**config.mk**
```make
export PLATFORM = sky130hd
export DESIGN_NAME = vpu_ub_writeback
export DESIGN_NICKNAME = d
export VERILOG_FILES = /design/src/rtl/vpu_ub_writeback.sv
export SDC_FILE = /design/constraint.sdc
export NUM_CORES = 1
export LEC_CHECK = 0
export CAP_MARGIN = 30
export CORE_ASPECT_RATIO = 1.4
export CORE_MARGIN = 2
export CORE_UTILIZATION = 61
export CTS_CLUSTER_SIZE = 25
export DETAILED_ROUTE_END_ITERATION = 10
export PLACE_DENSITY = 0.94
export SLEW_MARGIN = 20
export SYNTH_ARGS = -nofsm -noshare
export SYNTH_HDL_FRONTEND = slang
export SYNTH_SLANG_ARGS = --single-unit
```
**constraint.sdc**
```tcl
create_clock -name clk -period 5.5 [get_ports clk]
set_input_delay 1.375 -clock clk [delete_from_list [all_inputs] [get_ports clk]]
set_output_delay 1.375 -clock clk [all_outputs]
set_load 0.01 [all_outputs]
```
**src/rtl/vpu_ub_writeback.sv**
```systemverilog
// Deskews the two VPU result lanes through per-lane FIFOs and writes paired rows
// into the unified buffer with an auto-incrementing address.
module vpu_ub_writeback #(
    parameter int DATA_W     = 16,
    parameter int FIFO_DEPTH = 4,
    parameter int ADDR_W     = 8
) (
    input  logic              clk,
    input  logic              rst,
    input  logic              start_in,
    input  logic [ADDR_W-1:0] base_addr_in,
    input  logic [ADDR_W-1:0] num_rows_in,
    input  logic [DATA_W-1:0] lane_1_data_in,
    input  logic              lane_1_valid_in,
    input  logic [DATA_W-1:0] lane_2_data_in,
    input  logic              lane_2_valid_in,
    input  logic              ub_wr_ready_in,
    output logic              ub_wr_en_out,
    output logic [ADDR_W-1:0] ub_wr_addr_out,
    output logic [DATA_W-1:0] ub_wr_data_1_out,
    output logic [DATA_W-1:0] ub_wr_data_2_out,
    output logic              busy_out,
    output logic              done_out,
    output logic              overflow_out
);
    // state   | meaning
    // IDLE    | waiting for start_in; lane beats ignored
    // COLLECT | lanes pushed into FIFOs, rows issued to the UB
    // DONE    | single-cycle done_out pulse, then back to IDLE
    typedef enum logic [1:0] {S_IDLE, S_COLLECT, S_DONE} state_t;

    localparam int PTR_W = $clog2(FIFO_DEPTH);
    localparam int CNT_W = PTR_W + 1;

    state_t            state;
    logic [DATA_W-1:0] mem [2][FIFO_DEPTH];
    logic [PTR_W-1:0]  wr_ptr [2];
    logic [PTR_W-1:0]  rd_ptr [2];
    logic [CNT_W-1:0]  cnt [2];
    logic [DATA_W-1:0] lane_data [2];
    logic [ADDR_W-1:0] base_addr, num_rows, issued, accepted;
    logic [1:0]        lane_valid, push_req, push_ok, fifo_empty, fifo_full;
    logic              load, accept, last_accept, drop;

    assign lane_valid   = {lane_2_valid_in, lane_1_valid_in};
    assign lane_data[0] = lane_1_data_in;
    assign lane_data[1] = lane_2_data_in;
    assign fifo_empty   = {cnt[1] == '0, cnt[0] == '0};
    assign fifo_full    = {cnt[1] == CNT_W'(FIFO_DEPTH), cnt[0] == CNT_W'(FIFO_DEPTH)};

    always_comb begin
        load = (state == S_COLLECT) && (fifo_empty == 2'b00) && (issued < num_rows)
               && (!ub_wr_en_out || ub_wr_ready_in);
        push_req = (state == S_COLLECT) ? lane_valid : 2'b00;
        // A full FIFO still takes the beat when the head leaves on the same edge.
        push_ok     = push_req & (~fifo_full | {2{load}});
        drop        = |(push_req & ~push_ok);
        accept      = ub_wr_en_out && ub_wr_ready_in;
        last_accept = accept && ((accepted + 1'b1) == num_rows);
    end

    always_ff @(posedge clk) begin
        if (rst) begin
            state            <= S_IDLE;
            base_addr        <= '0;
            num_rows         <= '0;
            issued           <= '0;
            accepted         <= '0;
            ub_wr_en_out     <= 1'b0;
            ub_wr_addr_out   <= '0;
            ub_wr_data_1_out <= '0;
            ub_wr_data_2_out <= '0;
            busy_out         <= 1'b0;
            done_out         <= 1'b0;
            overflow_out     <= 1'b0;
            for (int k = 0; k < 2; k++) begin
                wr_ptr[k] <= '0;
                rd_ptr[k] <= '0;
                cnt[k]    <= '0;
            end
        end else begin
            for (int k = 0; k < 2; k++) begin
                if (push_ok[k]) begin
                    mem[k][wr_ptr[k]] <= lane_data[k];
                    wr_ptr[k]         <= wr_ptr[k] + 1'b1;
                end
                if (load) rd_ptr[k] <= rd_ptr[k] + 1'b1;
                case ({push_ok[k], load})
                    2'b10:   cnt[k] <= cnt[k] + 1'b1;
                    2'b01:   cnt[k] <= cnt[k] - 1'b1;
                    default: ;
                endcase
            end

            if (load) begin
                ub_wr_en_out     <= 1'b1;
                ub_wr_addr_out   <= base_addr + issued;
                ub_wr_data_1_out <= mem[0][rd_ptr[0]];
                ub_wr_data_2_out <= mem[1][rd_ptr[1]];
                issued           <= issued + 1'b1;
            end else if (accept) begin
                ub_wr_en_out <= 1'b0;
            end

            if (accept) accepted <= accepted + 1'b1;
            if (drop) overflow_out <= 1'b1;
            done_out <= 1'b0;

            case (state)
                S_IDLE: begin
                    if (start_in) begin
                        base_addr    <= base_addr_in;
                        num_rows     <= num_rows_in;
                        issued       <= '0;
                        accepted     <= '0;
                        overflow_out <= 1'b0;
                        for (int k = 0; k < 2; k++) begin
                            wr_ptr[k] <= '0;
                            rd_ptr[k] <= '0;
                            cnt[k]    <= '0;
                        end
                        if (num_rows_in == '0) begin
                            state    <= S_DONE;
                            done_out <= 1'b1;
                        end else begin
                            state    <= S_COLLECT;
                            busy_out <= 1'b1;
                        end
                    end
                end
                S_COLLECT: begin
                    if (last_accept) begin
                        state    <= S_DONE;
                        busy_out <= 1'b0;
                        done_out <= 1'b1;
                    end
                end
                S_DONE:  state <= S_IDLE;
                default: state <= S_IDLE;
            endcase
        end
    end
endmodule

```
==> metrics.yaml, run 1 <==
critical_path:
  slowest_stage: "and2_1"
  cp.arrival_ns: 4.21
  cp.required_ns: 5.62
  path_cells: "clkdlybuf4s50_1, nand2b_1, nand2_4, a211oi_2, and2_1"
  slowest_delay_ns: 0.78
  cp_top_family: "simple AND/OR/NAND/NOR gates"
  end_kind: "flop"
  cp_num_buf_inv: 1
  crit_fanout: 49
  worstSetupPathType: "input port to flop"
  startpoint_type: "input port"
clock_network:
  clock_latency_ns: 0.50
  clkSinkCount: 220
  numCtsBuffers: 20
  cts_tree: "done"
  root_buffer: "clkbuf_16"
  clock_path_buffers: 3
  cts_resized: 0
  clk_pin_slew_ns: 0.06
  cts_setup_buffers: 0
  htreeDepth: 1
  hold_buffers: 0
synthesis:
  avgSynthCellArea_um2: 12.8
  synth_top_area_frac: 0.450
  ys_warn_count: 0
  synth-adder-area-share: 0.0416
  yosysTopAreaCell: "edfxtp_1"
  synth_xor_area_frac: 0.0261
  syn_nets: 790
  synth.yosys.seq_area_share: 0.635
  synthMuxAreaShare: 0.0827
  synth-simple-area-share: 0.115
  ys_types: 49
  synth_top_family_by_area: "simple AND/OR/NAND/NOR gates"
  async_flop_share: 0
  synth.area.top_cells: "edfxtp_1, dfxtp_1, mux4_2"
  syn_area_mm2: 0.00907
  synth_cells: 707
  synth_compound_area_frac: 0.0750
  ys.flop_type: "edfxtp_1"
  ys_seq_elements: 220
  synth_edf_count: 136
global_route:
  grt_pass1_vias: 6491
  grt_first_pass_wirelength_mm: 33.1
  grt.overflow.total: 0
  grt.total_usage: 0.269
  grt_max_degree: 56
  antenna_found_initial: 0
finish:
  n_fill_cell: 845
  layout_commonest_cell: "edfxtp_1"
  layout_common_cells: "edfxtp_1, nand2_1, clkdlybuf4s50_1"
  antenna_cells: 0
  syn_to_final_growth_pct: 19.2
  drive_above_1_share: 0.0937
  nNetsFinal: 880
  fin_util: 0.745
  final_cells: 1000
placed_design:
  place_inst: 964
  dp_slack_ns: 0.937
  port_buffers: 97
  gp_congestion: 0.849
  hpwlAfterDp_mm: 13.5
power:
  p_total_uw: 3350
  pwr_density_cell_mw_per_mm2: 310
  p_leak_uw: 0.00359
  ir_drop_mv: 0.312
route:
  dr.pass1.iters: 5
  drtIter0Drc: 529
  vias_per_cell: 6.17
  ant_nets: 0
  wl_per_cell_um: 21.0
  vias: 6169
  drc: 0
  wl_mm: 21.0
timing:
  rsz0062_at_grt: "no"
  fin_crit_ns: 4.09
  maxSlewViolCount: 0
  timing.final.ws_setup_ns: 1.41
  maxClockFrequency_mhz: 244
  fin_tns_setup_ns: 0
  finClkSkew_ns: 0.0141
  finalCritPeriodShare: 0.744
  worstMarginPinSlew_ns: 0.852
  slew_headroom: 0.432
  hold_viol: 0
  setup_violations: 0
run_status:
  status: "finished clean"
floorplanning:
  die_w_um: 107
  ioPinCount: 98
  core_area_mm2: 0.0145
  dieArea_mm2: 0.0159
  die_h_um: 148
  start_util: 0.625
  row_count: 52
flow_run:
  cap_violations: 0
hold_path:
  hold_class: "flop to flop"
-- sequential cells by signal, indices dropped and copies added, names as in the netlist, 2 cells and up --
| register | cells |
|---|---|
| mem | 128 |
| rd_ptr | 4 |
| accepted | 8 |
| state | 2 |
| ub_wr_data_1_out | 16 |
| num_rows | 8 |
| ub_wr_addr_out | 8 |
| base_addr | 8 |
| cnt | 6 |
| ub_wr_data_2_out | 16 |
| wr_ptr | 4 |
| issued | 8 |
-- worst paths after layout --
kind                                          start             endpoint  slack [ns]  cells past startpoint
worst max register to register            cnt[1][0]           mem[0][11]        1.51                      8
worst max-delay path                 ub_wr_ready_in           mem[0][11]        1.41                      5
worst min-delay path            ub_wr_data_1_out[5]  ub_wr_data_1_out[5]        0.46                      2
worst min register to register  ub_wr_data_1_out[5]  ub_wr_data_1_out[5]        0.46                      2
-- kinds of logic after synthesis --
| logic type | Yosys count |
|---|---|
| flops | 220 |
| buf+inv | 52 |
| fa+ha+maj | 29 |
| compound gates | 112 |
| mux | 35 |
| xor+xnor | 27 |
| simple gates | 232 |
-- worst reg2reg max path: stages, from the launching register on --
cell and delay (ns):
dfxtp_1 0.41, inv_1 0.10, ha_1 0.30, nor2b_1 0.18, nor4b_2 0.32, o311a_1 0.46, nand2_4 0.41, a211oi_2 0.63
and2_1 0.78
-- metrics by stage --
| stage | area, um2 | hold slack (ns) |
|---|---|---|
| after global placement | 10200 | 0.446 |
| after detailed placement | 10200 | 0.454 |
| after floorplan | 9070 | 0.441 |
| final | 10800 | 0.461 |
| after global routing | 10800 | 0.486 |
| after CTS | 10800 | 0.463 |
-- Yosys cell counts, drive strengths merged, types with 2 or more instances --
cell type and n:
nand2 123, inv 19, and2 14, xor2 11
a211o 3, nand2b 7, dfxtp 84, a31oi 3
or3 3, nor2 36, a21oi 68, o211ai 4
edfxtp 136, nand3b 2, nor3b 2, or2 2
mux2i 3, nor3 15, or4 2, nand3 13
buf 15, fa 2, a211oi 6, o21ai 11
xnor2 16, o21ba 2, clkbuf 18, and3 2
nand4 4, ha 27, mux4 32, nor2b 3
o21a 7
-- per-layer routing --
layer	vias up	wire length, um	track usage
met5	-	0	0
met4	0	962	0.129
met3	85	1430	0.0443
met2	357	11100	0.473
met1	2986	7490	0.320
li1	2741	-	-
-- power by group --
group	switching, uW	internal [uW]	leakage (uW)	total (uW)
sequential	26.2	1780	0.00192	1800
combinational	99.0	94.3	0.00136	193
clock	596	761	0.000310	1360
-- area by class of cell --
cell class	count	area, um2	area share
multi-input cells	435	3100	0.287
clock inverters	10	75.1	0.00694
repair buffers	101	1010	0.0935
flip-flops and latches	220	5770	0.533
clock buffers	26	554	0.0513
well taps	189	236	0.0219
inverters	19	71.3	0.00659
Power figures use the tool's default switching activity.
==> run 2, diff against run 1 <==
- CORE_UTILIZATION: 61 -> 51
- PLACE_DENSITY: 0.94 -> 0.85
- clock period: 5.5 -> 3.3 ns (I/O delays scaled with it)
==> run 2 against run 1 <==
  * Worst hold slack lost 0.0072 ns
  * Total power increased by 72%
  * Clock power increased by 81%
  * Setup slack lost 0.95 ns
  * Clock skew down 0.0066 ns
  * First-iteration DRC count shrank 17%
  * Critical path depth rose by 4
  * Combinational power rose by 66%
  * Sequential share of layout area is 1.2 points lower
  * Cell count up 6.5%
  * Global-route usage fell by 6.6 points
==> metrics.yaml, run 2 (synthesis results as in run 1) <==
clock_network:
  htreeDepth: 1
  cts_resized: 0
  clkSinkCount: 220
  root_buffer: "clkbuf_16"
  clk_pin_slew_ns: 0.07
  numCtsBuffers: 21
  clock_latency_ns: 0.49
  cts_setup_buffers: 0
  clock_path_buffers: 3
  hold_buffers: 0
  cts_tree: "done"
power:
  p_switching_uw: 1180
  seqPwrFrac: 0.518
  power.internal_uw: 4600
  ir_drop_mv: 0.417
  p_total_uw: 5780
  clockPowerShare: 0.426
  netSwitchingFraction: 0.205
  pwr_density_cell_mw_per_mm2: 522
  comb_power_share: 0.056
  p_leak_uw: 0.00370
finish:
  syn_to_final_growth_pct: 21.9
  final_cells: 1065
  drive_above_1_share: 0.115
  antenna_cells: 0
  n_fill_cell: 1328
  nNetsFinal: 898
  largest_reg_flops: 128
  layout_commonest_cell: "edfxtp_1"
  layout_common_cells: "edfxtp_1, nand2_1, clkdlybuf4s50_1"
  fin_util: 0.636
critical_path:
  crit_fanout: 16
  worstSetupPathType: "flop to flop"
  startpoint_type: "flop"
  end_kind: "flop"
  r2r-start: "num_rows[2]"
  slowest_stage: "a311oi_4"
  reg2reg_to: "mem[0][121]"
  worstRegToRegCells: 9
  cp.required_ns: 3.47
  slowest_delay_ns: 0.47
  reg2reg_slack_ns: 0.46
  path_cells: "inv_1, ha_1, a211o_1, a31oi_1, o311a_1, nand2_4, a311oi_4, and2_1, buf_4"
  cp.arrival_ns: 3.01
timing:
  maxSlewViolCount: 0
  fin_crit_ns: 2.84
  finClkSkew_ns: 0.00749
  slew_headroom: 0.460
  setup_violations: 0
  worstMarginPinSlew_ns: 0.797
  hold_viol: 0
  fin_hold_ws_ns: 0.454
  rsz0062_at_grt: "no"
  fin_tns_setup_ns: 0
  finalCritPeriodShare: 0.861
  maxClockFrequency_mhz: 352
global_route:
  grt.overflow.total: 0
  grt_first_pass_wirelength_mm: 29.9
  grt_pass1_vias: 5921
  grt_max_degree: 32
  grt.total_usage: 0.203
  antenna_found_initial: 0
flow_run:
  cap_violations: 0
floorplanning:
  die_w_um: 117
  core_area_mm2: 0.0174
  start_util: 0.521
  row_count: 57
  die_h_um: 162
  dieArea_mm2: 0.0189
  ioPinCount: 98
placed_design:
  port_buffers: 97
  hpwlAfterDp_mm: 12.8
  gp_congestion: 0.875
  place_inst: 1028
route:
  dr.pass1.iters: 8
  vias: 5813
  drc: 0
  ant_nets: 0
  vias_per_cell: 5.46
  wl_mm: 18.9
  wl_per_cell_um: 17.7
  drtIter0Drc: 439
hold_path:
  whs_path_depth: 2
  holdPathEnd: "ub_wr_data_1_out[5]"
  hp-start: "ub_wr_data_1_out[5]"
  hold_class: "flop to flop"
run_status:
  status: "finished clean"
-- run 2: cell count changes in the layout (fill, tap and decap cells not counted), sizes merged --
cell and change:
inv -1, clkinvlp +1, bufinv +3, clkbuf -4
clkinv +2, buf +17
-- run 2: area by class of cell --
cell class / instances / area (um2) / area share
tap: 236 / 295 / 0.0267
multi-input combinational: 435 / 3100 / 0.280
clock buffer: 22 / 529 / 0.0479
inverter: 19 / 71.3 / 0.00645
clock inverter: 15 / 175 / 0.0158
timing repair buffer: 118 / 1120 / 0.102
sequential: 220 / 5770 / 0.521
-- run 2: worst max path at each step --
stage / from / end / slack, ns / depth (start not counted)
final: num_rows[2] / mem[0][121] / 0.46 / 9
after CTS: num_rows[2] / mem[0][40] / 0.45 / 9
after detailed placement: ub_wr_ready_in / mem[0][40] / 0.38 / 6
after floorplan: num_rows[2] / mem[0][100] / 0.51 / 9
after global placement: ub_wr_ready_in / mem[0][108] / 0.41 / 6
after global routing: cnt[1][0] / mem[0][121] / 0.25 / 9
-- run 2: layer usage --
layer | GRT usage | share of wire | routed length [um] | vias to the layer above
li1 | - | - | - | 2768
met1 | 0.248 | 0.39 | 7420 | 2851
met2 | 0.371 | 0.53 | 10100 | 165
met3 | 0.0310 | 0.053 | 1010 | 29
met4 | 0.0545 | 0.019 | 355 | 0
met5 | 0 | 0 | 0 | -
-- run 2: through the flow --
| step | setup WS [ns] | cell area [um2] |
|---|---|---|
| 6_report | 0.459 | 11100 |
| 5_1_grt | 0.253 | 11100 |
| 4_1_cts | 0.452 | 11100 |
| 3_5_place_dp | 0.379 | 10400 |
| 3_3_place_gp | 0.414 | 10400 |
| 2_1_floorplan | 0.512 | 9070 |
-- run 2: critical path, delay by kind of cell, from the launching register on --
kind,cells,cell delay (ns)
flops,1,0.41
compound gates,4,1.17
fa+ha+maj,1,0.30
simple gates,2,0.29
buf+inv,2,0.34
-- run 2: power by group through the flow --
stage               combinational (uW)  sequential, uW  clock [uW]
global route                       352            3000        2600
detailed placement                 320            3050           0
CTS                                323            2990        2490
global placement                   310            3050           0
finish                             321            3000        2460
floorplan                          188            3040           0
